### src/rtl/mvb_delim_gen.sv
// MVB start/end delimiter serializer: shifts out one half-bit pattern per clk_3M cycle.
// Optional abort of a delimiter in progress is enabled with `define MVB_DELIM_ABORT_EN.
module mvb_delim_gen #(
  parameter int                M_LEN = 18,
  parameter int                S_LEN = 18,
  parameter int                E_LEN = 4,
  parameter logic [M_LEN-1:0]  M_PAT = 18'h39240,
  parameter logic [S_LEN-1:0]  S_PAT = 18'h3FDB6,
  parameter logic [E_LEN-1:0]  E_PAT = 4'b0110
) (
  input  logic       clk_3M,
  input  logic       reset,
  input  logic       start,
  input  logic [1:0] fmt,
  input  logic       abort,
  output logic       delim_out,
  output logic       line_en,
  output logic       busy,
  output logic       done,
  output logic       fmt_err
);

  localparam int MS_LEN  = (M_LEN > S_LEN) ? M_LEN : S_LEN;
  localparam int MAX_LEN = (MS_LEN > E_LEN) ? MS_LEN : E_LEN;
  localparam int CNT_W   = (MAX_LEN > 1) ? $clog2(MAX_LEN) : 1;

  // Patterns left-justified to a common width so bit k is always the MSB after a shift by k.
  localparam logic [MAX_LEN-1:0] M_AL = MAX_LEN'(M_PAT) << (MAX_LEN - M_LEN);
  localparam logic [MAX_LEN-1:0] S_AL = MAX_LEN'(S_PAT) << (MAX_LEN - S_LEN);
  localparam logic [MAX_LEN-1:0] E_AL = MAX_LEN'(E_PAT) << (MAX_LEN - E_LEN);

  typedef enum logic {IDLE, SEND} state_t;

  state_t           state;
  logic [CNT_W-1:0] cnt;
  logic [CNT_W-1:0] cnt_nxt;
  logic [CNT_W-1:0] last_q;
  logic [1:0]       fmt_q;

  function automatic logic pat_bit(input logic [1:0] f, input logic [CNT_W-1:0] k);
    logic [MAX_LEN-1:0] al;
    case (f)
      2'b01:   al = M_AL;
      2'b10:   al = S_AL;
      default: al = E_AL;
    endcase
    al = al << k;
    return al[MAX_LEN-1];
  endfunction

  function automatic logic [CNT_W-1:0] len_last(input logic [1:0] f);
    case (f)
      2'b01:   return CNT_W'(M_LEN - 1);
      2'b10:   return CNT_W'(S_LEN - 1);
      default: return CNT_W'(E_LEN - 1);
    endcase
  endfunction

  assign cnt_nxt = cnt + 1'b1;

`ifndef MVB_DELIM_ABORT_EN
  logic unused_abort;
  assign unused_abort = abort;
`endif

  always_ff @(posedge clk_3M) begin
    if (reset) begin
      state     <= IDLE;
      cnt       <= '0;
      last_q    <= '0;
      fmt_q     <= '0;
      delim_out <= 1'b0;
      line_en   <= 1'b0;
      busy      <= 1'b0;
      done      <= 1'b0;
      fmt_err   <= 1'b0;
    end else begin
      done    <= 1'b0;
      fmt_err <= 1'b0;
      case (state)
        IDLE: begin
          delim_out <= 1'b0;
          line_en   <= 1'b0;
          busy      <= 1'b0;
          if (start) begin
            if (fmt == 2'b00) begin
              fmt_err <= 1'b1;
            end else begin
              // Bit 0 is registered here so it appears in the cycle right after start.
              state     <= SEND;
              fmt_q     <= fmt;
              last_q    <= len_last(fmt);
              cnt       <= '0;
              delim_out <= pat_bit(fmt, '0);
              line_en   <= 1'b1;
              busy      <= 1'b1;
              done      <= (len_last(fmt) == '0);
            end
          end
        end
        SEND: begin
`ifdef MVB_DELIM_ABORT_EN
          if (abort) begin
            state     <= IDLE;
            delim_out <= 1'b0;
            line_en   <= 1'b0;
            busy      <= 1'b0;
          end else
`endif
          if (cnt == last_q) begin
            state     <= IDLE;
            delim_out <= 1'b0;
            line_en   <= 1'b0;
            busy      <= 1'b0;
          end else begin
            cnt       <= cnt_nxt;
            delim_out <= pat_bit(fmt_q, cnt_nxt);
            done      <= (cnt_nxt == last_q);
          end
        end
      endcase
    end
  end

endmodule

### config.mk
export PLATFORM = sky130hd
export DESIGN_NAME = mvb_delim_gen
export DESIGN_NICKNAME = d
export VERILOG_FILES = /design/src/rtl/mvb_delim_gen.sv
export SDC_FILE = /design/constraint.sdc
export NUM_CORES = 1
export LEC_CHECK = 0
export ABC_AREA = 1
export CORE_MARGIN = 5
export CORE_UTILIZATION = 31
export DETAILED_ROUTE_END_ITERATION = 8
export PLACE_DENSITY = 0.58
export SLEW_MARGIN = 25
export SYNTH_ARGS = -nofsm -noshare
export SYNTH_HDL_FRONTEND = slang
export SYNTH_SLANG_ARGS = --single-unit
### constraint.sdc
create_clock -name clk_3M -period 1.4 [get_ports clk_3M]
set_input_delay 0.21 -clock clk_3M [delete_from_list [all_inputs] [get_ports clk_3M]]
set_output_delay 0.21 -clock clk_3M [all_outputs]
set_load 0.005 [all_outputs]
# Word level (Yosys, flattened, before mapping)
# Cells that the tools add are included.
dict set report classes {
  n_addsub 1
  bitwise 3
  muxes 29
  eq_ne 10
  n_reduce_logical 6
  shift 1
}
# operator count
set ops {}
lappend ops {{18-bit case mux with 2 select lines} 2}
lappend ops {{18-bit 2-to-1 mux} 3}
lappend ops {{5-bit 2-to-1 mux} 8}
lappend ops {{18-bit by 5-bit left shift with 18-bit output} 1}
lappend ops {{1-bit 2-to-1 mux} 11}
lappend ops {{5-bit equality test} 2}
lappend ops {{5-bit case mux with 2 select lines} 1}
lappend ops {{1-bit case mux with 2 select lines} 4}
lappend ops {{2-bit != test (second input constant)} 3}
lappend ops {{3-bit AND reduction} 2}
lappend ops {{5-bit by 1-bit adder with 5-bit output (second input constant)} 1}
lappend ops {{5-bit logical NOT} 1}
lappend ops {{2-bit by 1-bit equality test with 1-bit output (second input constant)} 2}
lappend ops {{2-bit equality test (second input constant)} 2}
lappend ops {{1-bit inverter} 3}
lappend ops {{3-bit OR reduction} 1}
lappend ops {{2-bit logical NOT} 1}
lappend ops {{2-bit by 1-bit != test with 1-bit output (second input constant)} 1}
lappend ops {{2-bit OR reduction} 1}
dict set report word_totals {
  out_inout_bits 5
  input_bits 6
  wordCells 58
  ff_bits 17
}

# Logic depth before layout (Yosys ltp)
dict set report depth {
  word_depth 11
  ltp_mapped 10
  ltp_nobuf 10
}

# Worst setup path after synthesis
# Ideal clock, no wire load.
dict set report synth_timing {
  kind {register to register}
  startpoint {register cnt[1]}
  endpoint {register delim_out}
  setup_slack_ns 0.013
  setup_ns 0.120
  synth_period_minus_slack_ns 1.387
  n_path_buf 0
  arrival_ns 1.267
  stages_incl_launch_ff 10
  required_ns 1.280
  path_cell_list {dfxtp_1 > ha_1 > inv_1 > nand2_1 > nand3_1 > nand3_1 > nand2_1 > nand3_1 > nand2_1 > a21oi_1}
}
dict set report synth_between {
  elab_chain_cells 4
  elab_cells_between_ends 5
  cone_classes {add/sub: 1; eq/ne: 1; shift: 1; mux: 2}
}
# item line
set synth_lines {}
lappend synth_lines {{from (decl)} 35} ;# logic [CNT_W-1:0] cnt;
lappend synth_lines {{from (signal assigned)} 116} ;# cnt <= cnt_nxt;
lappend synth_lines {{5-bit by 1-bit adder with 5-bit output} 59} ;# assign cnt_nxt = cnt + 1'b1;
lappend synth_lines {{18-bit by 5-bit left shift with 18-bit output} 47} ;# al = al << k;
lappend synth_lines {{1-bit 2-to-1 mux (*)} 110} ;# if (cnt == last_q) begin
lappend synth_lines {{1-bit case mux with 2 select lines (*)} 80} ;# case (state)
lappend synth_lines {{to (signal assigned)} 94} ;# delim_out <= pat_bit(fmt, '0);
lappend synth_lines {{to (signal assigned)} 117} ;# delim_out <= pat_bit(fmt_q, cnt_nxt);
lappend synth_lines {{to (decl)} 16} ;# output logic delim_out,
# Mark *: on every way between the ends. The rest lies on a longest branch, timed or not.
# A chain may end at the register's enable or synchronous reset.

# Final worst setup path
dict set report layout_timing {
  startpoint {register cnt[0]}
  endpoint {register delim_out}
}
# The elaborated chain is that of the path after synthesis.

==> impl_metrics.py <==
metrics = {
    "global_routing": {
        "grt_max_degree": 12,
        "grt_pass1_wl_um": 3250,
        "globalRouteOverflowTotal": 0,
        "groute.usage.overall_pct": 9.59,
        "antenna_found_initial": 0,
        "grt_pass1_vias": 750,
    },
    "worst_setup_path": {
        "required_ns": 1.62,
        "endpoint_kind": "flip-flop",
        "crit_chain": "ha_4, nand3_1, xor2_1, nor2_1, nor2_1, nand2_1, a21oi_2",
        "start_kind": "flip-flop",
        "critical_path.most_common_cell": "nor2_1",
        "crit_slowest_cell": "dfxtp_2",
        "critPathArrivalTime_ns": 1.61,
        "path_max_fanout": 4,
        "critPathMaxStageDelay_ns": 0.36,
        "path_class": "reg2reg",
    },
    "floorplanning": {
        "ioPinCount": 11,
        "die-width_um": 64.2,
        "start_util_pct": 32.7,
        "die-area_um2": 4120,
        "die_h_um": 64.2,
        "rows": 19,
        "core_um2": 2780,
    },
    "clocking": {
        "cts_made_buffers": 3,
        "root_buffer": "clkbuf_4",
        "cts_num_sinks": 15,
        "cts_buffer_depth": 2,
        "cts_max_level": 1,
        "clkSlewWorstSetupHoldPaths_ns": 0.10,
        "cts_tree": "built",
        "clk_latency_ns": 0.28,
        "cts_hold_buf": 0,
    },
    "pwr": {
        "leakagePower_nw": 0.524,
        "pwr_density_cell_nw_per_um2": 817,
        "ir_worst_vdd_uv": 579,
    },
    "worst_hold_path": {
        "hold_class": "reg2reg",
    },
    "synth": {
        "yosysWarnings": 0,
        "syn_inst": 130,
        "syn_area_um2": 911,
        "ys_types": 24,
        "synth_nets": 140,
        "syn_avg_cell_area_um2": 7.01,
        "ys_seq_area_share_pct": 33.0,
        "ys_ff_latch": 15,
    },
    "final_layout": {
        "nets": 165,
        "drive_gt1_share_pct": 26.6,
        "final_area_um2": 1190,
        "final_util_pct": 42.9,
        "syn_to_final_growth_pct": 30.9,
        "n_antenna_cell": 0,
        "fin_cells": 185,
        "fillCellCount": 278,
    },
    "placed_design": {
        "dpl_cell_area_um2": 1110,
        "io_buffer_count": 9,
        "routabilityCongestion": 0.804,
        "dp.cells": 180,
        "pre_cts_slack_ns": -0.198,
        "hpwl_um": 1480,
    },
    "status": {
        "run_status": "finished clean",
    },
    "sta": {
        "min_period_ns": 1.39,
        "slew_viol_final": 0,
        "rsz0062_at_grt": "true",
        "finalSetupViolCount": 0,
        "fin_ws_ns": 0.0127,
        "tightest_slew_ns": 0.359,
        "max-slew-margin-rel_pct": 76.1,
        "skew_ns": 0.00907,
        "fmax_ghz": 0.721,
        "hold_violations": 0,
        "fin_crit_sh_pct": 99.1,
    },
    "routing": {
        "drt-met1-wl_um": 937,
        "wl_met3_um": 93,
        "dr.pass1.iters": 4,
        "vias_per_cell": 4.75,
        "drc": 0,
        "dr_wl_met2_um": 873,
        "num_vias": 879,
        "wl_per_cell_um": 10.4,
        "drt_wl_total_um": 1920,
        "drt_iter0_drc": 28,
        "ant_nets": 0,
        "top_layer_used": "met4",
    },
    "job": {
        "cap_viol_max_count": 0,
    },
}
==> Yosys cell counts <==
library cell / count / area, um2
nor3_1: 2 / 10.0
dfxtp_1: 15 / 300
inv_2: 1 / 3.75
a21oi_2: 1 / 8.76
ha_1: 4 / 50.1
xor2_1: 2 / 17.5
buf_4: 2 / 15.0
buf_6: 2 / 22.5
nand3_1: 14 / 70.1
a21oi_1: 9 / 45.0
inv_1: 15 / 56.3
nor2_2: 2 / 12.5
nand3b_1: 2 / 15.0
nand2_1: 31 / 116
or2_1: 1 / 6.26
xnor2_1: 2 / 17.5
nor3_4: 1 / 16.3
nor2_1: 13 / 48.8
o21ai_0: 3 / 15.0
nand3_2: 2 / 20.0
nand4_1: 2 / 12.5
a211oi_1: 2 / 15.0
buf_2: 1 / 5.00
nand2_4: 1 / 11.3
==> path summary, 6_finish.rpt <==
check	end	startpoint	cells after the start	slack, ns
hold reg to reg	last_q[4]	last_q[4]	2	0.49
hold / removal	last_q[4]	last_q[4]	2	0.49
setup / recovery	delim_out	cnt[0]	7	0.01
setup reg to reg	delim_out	cnt[0]	7	0.01
==> cell usage in the layout (no fill, tap or decap), types with 2 or more instances in the layout <==
cell,instances
buf_6,2
nor3_1,2
xor2_1,2
nor2_2,3
a21oi_2,3
a21oi_1,7
dfxtp_1,11
clkdlybuf4s50_1,9
inv_1,13
nand3b_1,2
nor2_1,12
nand4_1,2
clkbuf_4,3
ha_1,2
o21ai_0,3
nand3_2,2
nand3_1,14
a211oi_1,2
inv_2,3
nand2_1,30
buf_4,14
dfxtp_2,4
==> report_power, final <==
part	switching [mW]	internal (mW)
clock network	0.140	0.106
registers	0.0224	0.452
logic	0.131	0.123
==> sequential cells by signal, summed over array words and instances (netlist names) <==
signal     cells
last_q         3
delim_out      1
cnt            5
state          1
busy           1
fmt_q          2
fmt_err        1
done           1
==> kinds of logic after synthesis <==
logic type / Yosys count / synth area share (%)
compound gates: 15 / 9.20
flops: 15 / 33.0
buf+inv: 21 / 11.3
xor+xnor: 4 / 3.85
fa+ha+maj: 4 / 5.49
simple gates: 71 / 37.2
==> final cells by class <==
cell class	count	area [um2]	area share, %
well taps	31	38.8	3.25
clock buffers	3	22.5	1.89
multi-input cells	94	543	45.5
clock inverters	1	5.00	0.420
repair buffers	25	218	18.3
inverters	16	60.1	5.04
flip-flops and latches	15	305	25.6
==> per-stage QoR <==
step,TNS [ns],power [mW],hold slack [ns]
floorplan,0,0.633,0.337
global placement,-1.62,0.709,0.478
detailed placement,-1.97,0.710,0.479
CTS,0,0.966,0.495
global route,-0.0858,1.04,0.529
finish,0,0.974,0.490
==> critical path, delay by kind of cell, from the launching register on <==
kind                     cells  cell delay [ns]
AO/OA/AOI/OAI                1             0.13
XOR/XNOR                     1             0.30
adder cells (fa/ha/maj)      1             0.15
flip-flops                   1             0.36
AND/OR/NAND/NOR              4             0.39
==> metal layers <==
| metal | vias up | GRT usage (%) |
|---|---|---|
| li1 | 472 | - |
| met1 | 388 | 13.0 |
| met2 | 17 | 14.9 |
| met3 | 2 | 1.75 |
| met4 | 0 | 3.82 |
| met5 | - | 0 |
==> repair_timing <==
item,CTS,global route
pin swaps,1,8
setup endpoints to repair,2,10
setup buffers,0,1
endpoints found under the hold margin,0,0
gates resized for setup,4,11
Power figures use the tool's default switching activity.
